===== src/rtl/oam_dma_if.sv =====
// CPU-side and system-bus-side signals of the sprite DMA engine.
// slave = the DMA engine, master = the CPU core plus the system bus it drives.
interface oam_dma_if;
  logic [15:0] cpu_addr;
  logic [7:0]  cpu_dout;
  logic        cpu_rw;
  logic        cpu_rdy;
  logic [15:0] bus_addr;
  logic [7:0]  bus_dout;
  logic        bus_rw;
  logic [7:0]  bus_din;
  logic        dma_active;

  modport slave (
    input  cpu_addr, cpu_dout, cpu_rw, bus_din,
    output cpu_rdy, bus_addr, bus_dout, bus_rw, dma_active
  );

  modport master (
    output cpu_addr, cpu_dout, cpu_rw, bus_din,
    input  cpu_rdy, bus_addr, bus_dout, bus_rw, dma_active
  );
endinterface


===== src/rtl/oam_dma.sv =====
// Sprite DMA: snoops CPU writes to DMA_REG_ADDR, stalls the CPU and copies one
// 256-byte page to the OAM data port, one READ/WRITE pair per byte.
//
// state | meaning
// IDLE  | bus passes through the CPU, watching for a write to DMA_REG_ADDR
// HALT  | CPU stalled, bus still passes through (lets the trigger cycle settle)
// ALIGN | dummy read so that every READ falls on an even cycle
// READ  | read {page, idx} from the system bus into data_q
// WRITE | write data_q to OAM_DATA_ADDR, advance idx or finish after idx = FF
module oam_dma #(
  parameter logic [15:0] DMA_REG_ADDR  = 16'h4014,
  parameter logic [15:0] OAM_DATA_ADDR = 16'h2004
) (
  input  logic    clk_i,
  input  logic    rst_ni,
  oam_dma_if.slave bus
);

  typedef enum logic [2:0] {
    S_IDLE,
    S_HALT,
    S_ALIGN,
    S_READ,
    S_WRITE
  } state_e;

  state_e      state_q, state_d;
  logic [7:0]  page_q, page_d;
  logic [7:0]  idx_q, idx_d;
  logic [7:0]  data_q, data_d;
  logic        cyc_odd_q;

  always_ff @(posedge clk_i or negedge rst_ni) begin
    if (!rst_ni) begin
      state_q   <= S_IDLE;
      page_q    <= 8'h00;
      idx_q     <= 8'h00;
      data_q    <= 8'h00;
      cyc_odd_q <= 1'b0;
    end else begin
      state_q   <= state_d;
      page_q    <= page_d;
      idx_q     <= idx_d;
      data_q    <= data_d;
      cyc_odd_q <= ~cyc_odd_q;
    end
  end

  always_comb begin
    state_d        = state_q;
    page_d         = page_q;
    idx_d          = idx_q;
    data_d         = data_q;
    bus.cpu_rdy    = 1'b1;
    bus.dma_active = 1'b0;
    bus.bus_addr   = bus.cpu_addr;
    bus.bus_dout   = bus.cpu_dout;
    bus.bus_rw     = bus.cpu_rw;

    unique case (state_q)
      S_IDLE: begin
        // The trigger write itself still reaches the bus through the pass-through.
        if (!bus.cpu_rw && (bus.cpu_addr == DMA_REG_ADDR)) begin
          page_d  = bus.cpu_dout;
          idx_d   = 8'h00;
          state_d = S_HALT;
        end
      end

      S_HALT: begin
        bus.cpu_rdy    = 1'b0;
        bus.dma_active = 1'b1;
        state_d        = cyc_odd_q ? S_READ : S_ALIGN;
      end

      S_ALIGN: begin
        bus.cpu_rdy    = 1'b0;
        bus.dma_active = 1'b1;
        bus.bus_rw     = 1'b1;
        state_d        = S_READ;
      end

      S_READ: begin
        bus.cpu_rdy    = 1'b0;
        bus.dma_active = 1'b1;
        bus.bus_addr   = {page_q, idx_q};
        bus.bus_dout   = data_q;
        bus.bus_rw     = 1'b1;
        data_d         = bus.bus_din;
        state_d        = S_WRITE;
      end

      S_WRITE: begin
        bus.cpu_rdy    = 1'b0;
        bus.dma_active = 1'b1;
        bus.bus_addr   = OAM_DATA_ADDR;
        bus.bus_dout   = data_q;
        bus.bus_rw     = 1'b0;
        if (idx_q == 8'hFF) begin
          state_d = S_IDLE;
        end else begin
          idx_d   = idx_q + 8'd1;
          state_d = S_READ;
        end
      end

      default: state_d = S_IDLE;
    endcase
  end

endmodule


===== src/flat_wrapper.sv =====
// flat-port wrapper written by rule: the top's interface ports become plain ports
module oam_dma_flat 
#(
  parameter logic [15:0] DMA_REG_ADDR  = 16'h4014,
  parameter logic [15:0] OAM_DATA_ADDR = 16'h2004
)
  (clk_i, rst_ni, bus_cpu_addr, bus_cpu_dout, bus_cpu_rw, bus_bus_din, bus_cpu_rdy, bus_bus_addr, bus_bus_dout, bus_bus_rw, bus_dma_active);
  oam_dma_if bus_i ();
  input  logic clk_i;
  input  logic rst_ni;
  input wire logic [$bits(bus_i.cpu_addr)-1:0] bus_cpu_addr;
  input wire logic [$bits(bus_i.cpu_dout)-1:0] bus_cpu_dout;
  input wire logic [$bits(bus_i.cpu_rw)-1:0] bus_cpu_rw;
  input wire logic [$bits(bus_i.bus_din)-1:0] bus_bus_din;
  output wire logic [$bits(bus_i.cpu_rdy)-1:0] bus_cpu_rdy;
  output wire logic [$bits(bus_i.bus_addr)-1:0] bus_bus_addr;
  output wire logic [$bits(bus_i.bus_dout)-1:0] bus_bus_dout;
  output wire logic [$bits(bus_i.bus_rw)-1:0] bus_bus_rw;
  output wire logic [$bits(bus_i.dma_active)-1:0] bus_dma_active;
  assign bus_i.cpu_addr = bus_cpu_addr;
  assign bus_i.cpu_dout = bus_cpu_dout;
  assign bus_i.cpu_rw = bus_cpu_rw;
  assign bus_i.bus_din = bus_bus_din;
  assign bus_cpu_rdy = bus_i.cpu_rdy;
  assign bus_bus_addr = bus_i.bus_addr;
  assign bus_bus_dout = bus_i.bus_dout;
  assign bus_bus_rw = bus_i.bus_rw;
  assign bus_dma_active = bus_i.dma_active;
  oam_dma #(.DMA_REG_ADDR(DMA_REG_ADDR), .OAM_DATA_ADDR(OAM_DATA_ADDR)) u_core (.clk_i(clk_i), .rst_ni(rst_ni), .bus(bus_i));
endmodule

===== config.mk =====
export PLATFORM = sky130hd
export DESIGN_NAME = oam_dma_flat
export DESIGN_NICKNAME = d
export VERILOG_FILES = /design/src/rtl/oam_dma_if.sv /design/src/rtl/oam_dma.sv /design/src/flat_wrapper.sv
export SDC_FILE = /design/constraint.sdc
export NUM_CORES = 1
export LEC_CHECK = 0
export CAP_MARGIN = 20
export CORE_ASPECT_RATIO = 0.7
export CORE_UTILIZATION = 42
export CTS_CLUSTER_SIZE = 40
export DETAILED_ROUTE_END_ITERATION = 8
export PLACE_DENSITY = 0.85
export SLEW_MARGIN = 15
export SYNTH_ARGS = -nofsm -noshare
export SYNTH_HDL_FRONTEND = slang
export SYNTH_SLANG_ARGS = --single-unit

===== constraint.sdc =====
create_clock -name clk_i -period 4.5 [get_ports clk_i]
set_clock_uncertainty 0.15 [all_clocks]
set_input_delay 0.9 -clock clk_i [delete_from_list [all_inputs] [get_ports clk_i]]
set_output_delay 0.9 -clock clk_i [all_outputs]
set_load 0.02 [all_outputs]

Word-level counts from Yosys, hierarchy flattened --
Index checks and enable logic that the tools add are counted.
Word-level totals: register bits after elaboration 28, bits of input ports 35, output and inout bits 27, logic and storage cells 36
Operators by class: add/sub/neg operators 1, equal/unequal tests 8, muxes and demuxes 12, bitwise logic cells 1, reduce and logical (&&, ||, !) cells 9
Operators with widths (number):
- $pmux 16 s2 | 1
- $mux 8 | 3
- $eq 16x15->1 const B | 1
- $pmux 8 s2 | 1
- $pmux 3 s5 | 1
- $add 8x1->8 const B | 1
- $eq 8x8->1 const B | 1
- $eq 3x2->1 const B | 2
- $reduce_or 2->1 | 2
- $reduce_or 4->1 | 1
- $eq 3x1->1 const B | 1
- $eq 3x3->1 const B | 1
- $logic_not 3->1 | 1
- $mux 1 | 3
- $mux 3 | 1
- $reduce_and 3->1 | 1
- $mux 2 | 1
- $ne 2x1->1 const B | 1
- $ne 2x2->1 const B | 1
- $pmux 1 s2 | 1
- $reduce_and 2->1 | 1
- $reduce_bool 2->1 | 1
- $logic_and 1x1->1 | 1
- $logic_not 1->1 | 1
- $not 1->1 | 1

Logic depth before layout (Yosys ltp) --
depth in word-level cells 4, depth in mapped cells 7, depth with buffers taken out 6

Worst setup path after synthesis --
No wires, ideal clock.
kind reg-to-output, start register u_core.state_q[0], end output port bus_bus_dout[1], arrival time 1.590 ns, required time 3.450 ns, path slack 1.860 ns, stages on the path, launching flop included 7, buffers on the path 2, path through dfrtp_1 > buf_2 > nand3_1 > inv_1 > nor2_1 > buf_2 > mux2_2
On the way: word-level cells in the longest chain between the ends 3, elaborated cells between the ends (all ways) 4, classes of those cells eq/ne (2); mux (1); reduce/logical (1)
Ends and longest elaborated chain:
- start: declaration | RTL line oam_dma.sv:27 | state_e state_q, state_d;
- start signal: assignment | RTL line oam_dma.sv:41 | state_q <= state_d;
- $eq 3x2->1 / $eq 3x3->1 (equally long branches) | RTL line oam_dma.sv:60 | unique case (state_q)
- $reduce_or 2->1 (no line) (*)
- $mux 8 (*) | RTL line oam_dma.sv:60
- end: declaration | RTL line flat_wrapper.sv:17 | output wire logic [$bits(bus_i.bus_dout)-1:0] bus_bus_dout;
Mark *: on every way between the ends. The rest lies on a longest branch, timed or not.

Final worst setup path --
start register u_core.state_q[2], end output port bus_bus_dout[3]
Same word-level chain as after synthesis.

==> flow_metrics.tcl <==
set metrics [dict create \
    timing.final.ws_setup_ns 0.6868 \
    use_met3_pct 5.905 \
    wirelength_um 4277 \
    drt_pass1_iterations 5 \
    hold_buffers 0 \
    path_class "reg -> out" \
    yosys.area.top_type "dfrtp_1" \
    area_growth_pct 47.15 \
    antenna_left 0 \
    synthesis.nets 195 \
    cp_cell_sequence "inv_1 > nand3_1 > inv_1 > nor2_1 > buf_4 > mux2_2 > clkdlybuf4s50_1" \
    cts_resized 0 \
    grt_max_degree 29 \
    leakagePower_nw 1.054 \
    outcome "completed" \
    slowest_delay_ns 0.55 \
    core-area_um2 3558 \
    final_hold_viol_count 0 \
    gp_congestion 0.8166 \
    cp_data_arrival_time_ns 2.76 \
    min_period_ns 3.813 \
    synth_cells 159 \
    cap_violations 0 \
    async_flop_share_pct 100.0 \
    ys_top_cells_by_area "dfrtp_1, mux2_2, nand2_1, a22o_1, o21ai_0" \
    yosys_warnings 0 \
    cts-root-buf "clkbuf_8" \
    grt_pass1_vias 1358 \
    crit_top_cell "inv_1" \
    yosysUniqueCellTypes 32 \
    top_usage_layer "met2" \
    cts_inserted_buffers 3 \
    clk_path_buf_depth 2 \
    cp-end-kind "output port" \
    clk_latency_ns 0.28 \
    layout.nets 258 \
    fin_area_um2 2323 \
    ys_seq_elements 28 \
    synth_edf_count 0 \
    critPathMaxFanout 15 \
    whs_ns 0.2866 \
    final-setup-viol-count 0 \
    yosys.area.top_type_share_pct 44.37 \
    hold_path.startpoint "u_core.cyc_odd_q$_DFF_PN0_" \
    drv_slew 0 \
    dpl_worst_slack_ns 1.005 \
    num_vias 1458 \
    gr-total-overflow 0 \
    viasPerCell 5.380 \
    globalRouteMet1Util_pct 30.75 \
    dpl-instance-area_um2 2252 \
    synthesis.area_um2 1579 \
    fillers 330 \
    ctsHtreeMaxLevel 1 \
    port_buffers 61 \
    slowest_stage "clkdlybuf4s50_1" \
    drt_iter0_markers 108 \
    hp-class "reg -> reg" \
    fin_crit_sh_pct 84.74 \
    tritoncts "yes" \
    clk_pin_slew_ns 0.10 \
    relSlewSlack_pct 48.33 \
    required_ns 3.45 \
    crit_start "u_core.state_q[2]$_DFFE_PN0P_" \
    rsz0062_at_grt "false" \
    place_hpwl_um 3204 \
    syn_avg_cell_area_um2 9.931 \
    die_area_um2 4013 \
    final_layout_size_suffix_gt1_share_pct 14.48 \
    r2r-start "u_core.state_q[2]$_DFFE_PN0P_" \
    fmax_mhz 262.2 \
    ios 62 \
    startpoint_type "register" \
    track_usage_pct 22.82 \
    start_util_pct 44.37 \
    cts_setup_buffers 0 \
    cts.sinks 28 \
    route.detailed.drc 0 \
    fin_tns_setup_ns 0 \
    rows 18 \
    wire_per_inst_um 15.78 \
    ys_seq_area_share_pct 44.37 \
    antenna_found_initial 0 \
    use_met2_pct 36.76 \
    grt_pass1_wl_um 6658 \
    die_h_um 53.30 \
    tightestPinTransition_ns 0.7693 \
    synthFlopType "dfrtp_1" \
    antennaDiodeCount 0 \
    dieWidth_um 75.29 \
    ir_drop_mv 0.2947 \
    cellPowerDensity_nw_per_um2 567.4 \
]
[state kept, by name, summed over array words and instances (netlist names)]
signal and count:
u_core.idx_q 8, u_core.data_q 8, u_core.page_q 8, u_core.cyc_odd_q 1, u_core.state_q 3
[cell type report]
type	instances	area (µm²)	share of cell area, %
Multi-Input combinational cell	115	814.5	35.06
Sequential cell	28	700.7	30.16
Timing Repair Buffer	65	640.6	27.57
Tap cell	50	62.56	2.693
Clock buffer	3	41.29	1.777
Inverter	9	33.78	1.454
Clock inverter	1	30.03	1.292
[worst paths after layout]
check                                               end  slack (ns)  depth (start not counted)
max                                     bus_bus_dout[3]        0.69                          7
min                          u_core.cyc_odd_q$_DFF_PN0_        0.29                          1
min reg2reg                  u_core.cyc_odd_q$_DFF_PN0_        0.29                          1
max in group asynchronous   u_core.idx_q[4]$_DFFE_PN0P_        3.09                          2
min in group asynchronous    u_core.cyc_odd_q$_DFF_PN0_        0.84                          2
max reg2reg                u_core.page_q[2]$_DFFE_PN0P_        1.98                          4
[report_power, final]
part / switching (mW) / leakage [nW] / internal, mW
combinational: 0.386 / 0.687 / 0.355
sequential: 0.0649 / 0.332 / 0.311
clock: 0.0812 / 0.0357 / 0.119
[cell families (layout without fill, tap and decap cells)]
logic type	Yosys count	count (layout)	share of synthesized area [%]
multiplexers	17	17	12.04
AO/OA/AOI/OAI	35	35	17.12
XOR/XNOR	3	3	1.664
flip-flops	28	28	44.37
buffers and inverters	16	78	4.040
AND/OR/NAND/NOR	59	59	19.97
adder cells (fa/ha/maj)	1	1	0.7923
[routing by layer]
layer	wire [µm]	share of wire, %	up-vias
met1	1903	44	694
li1	-	-	702
met5	0	0	-
met4	39	0.91	0
met3	342	8.0	4
met2	1992	47	58
[through the flow]
step / power, mW / std cells / utilization, %
floorplan: 0.8038 / 159 / -
global placement: 1.100 / 267 / 63.29
detailed placement: 1.124 / 267 / 63.29
CTS: 1.331 / 271 / 65.30
global route: 1.403 / 271 / 65.30
finish: 1.318 / 271 / 65.30
[cell usage in the layout, fill, tap and decap left out, drive strengths merged]
master | netlist | final
ha | 1 | 1
clkdlybuf4s50 | 0 | 61
nor4b | 2 | 2
nor2 | 5 | 5
or3 | 2 | 2
inv | 9 | 9
o22a | 1 | 1
a22o | 11 | 11
or3b | 1 | 1
mux2i | 1 | 1
a2bb2oi | 3 | 3
bufinv | 0 | 1
o41ai | 2 | 2
dfrtp | 28 | 28
o211ai | 4 | 4
xnor2 | 3 | 3
buf | 3 | 4
clkbuf | 4 | 3
nor3 | 2 | 2
o31a | 1 | 1
nand2 | 33 | 33
nand3 | 7 | 7
nor3b | 1 | 1
a31oi | 1 | 1
nor4 | 3 | 3
mux2 | 16 | 16
nor2b | 1 | 1
o22ai | 1 | 1
nand4b | 2 | 2
o21ai | 11 | 11
[synthesized netlist by cell type, types with 2 or more instances]
library cell	number
buf_2	3
clkbuf_1	4
dfrtp_1	28
nand3_1	7
a2bb2oi_1	3
inv_1	9
or3_1	2
o41ai_2	2
nand2_1	33
nor3_1	2
mux2_2	16
nor2_1	5
o211ai_1	4
xnor2_1	3
o21ai_0	11
a22o_1	11
[critical path: cells and delay by family (launching register included)]
family	cells	cell delay, ns
buf+inv	4	1.09
simple gates	2	0.59
flops	1	0.45
mux	1	0.36
No activity file was read; power rests on OpenSTA's default activity.
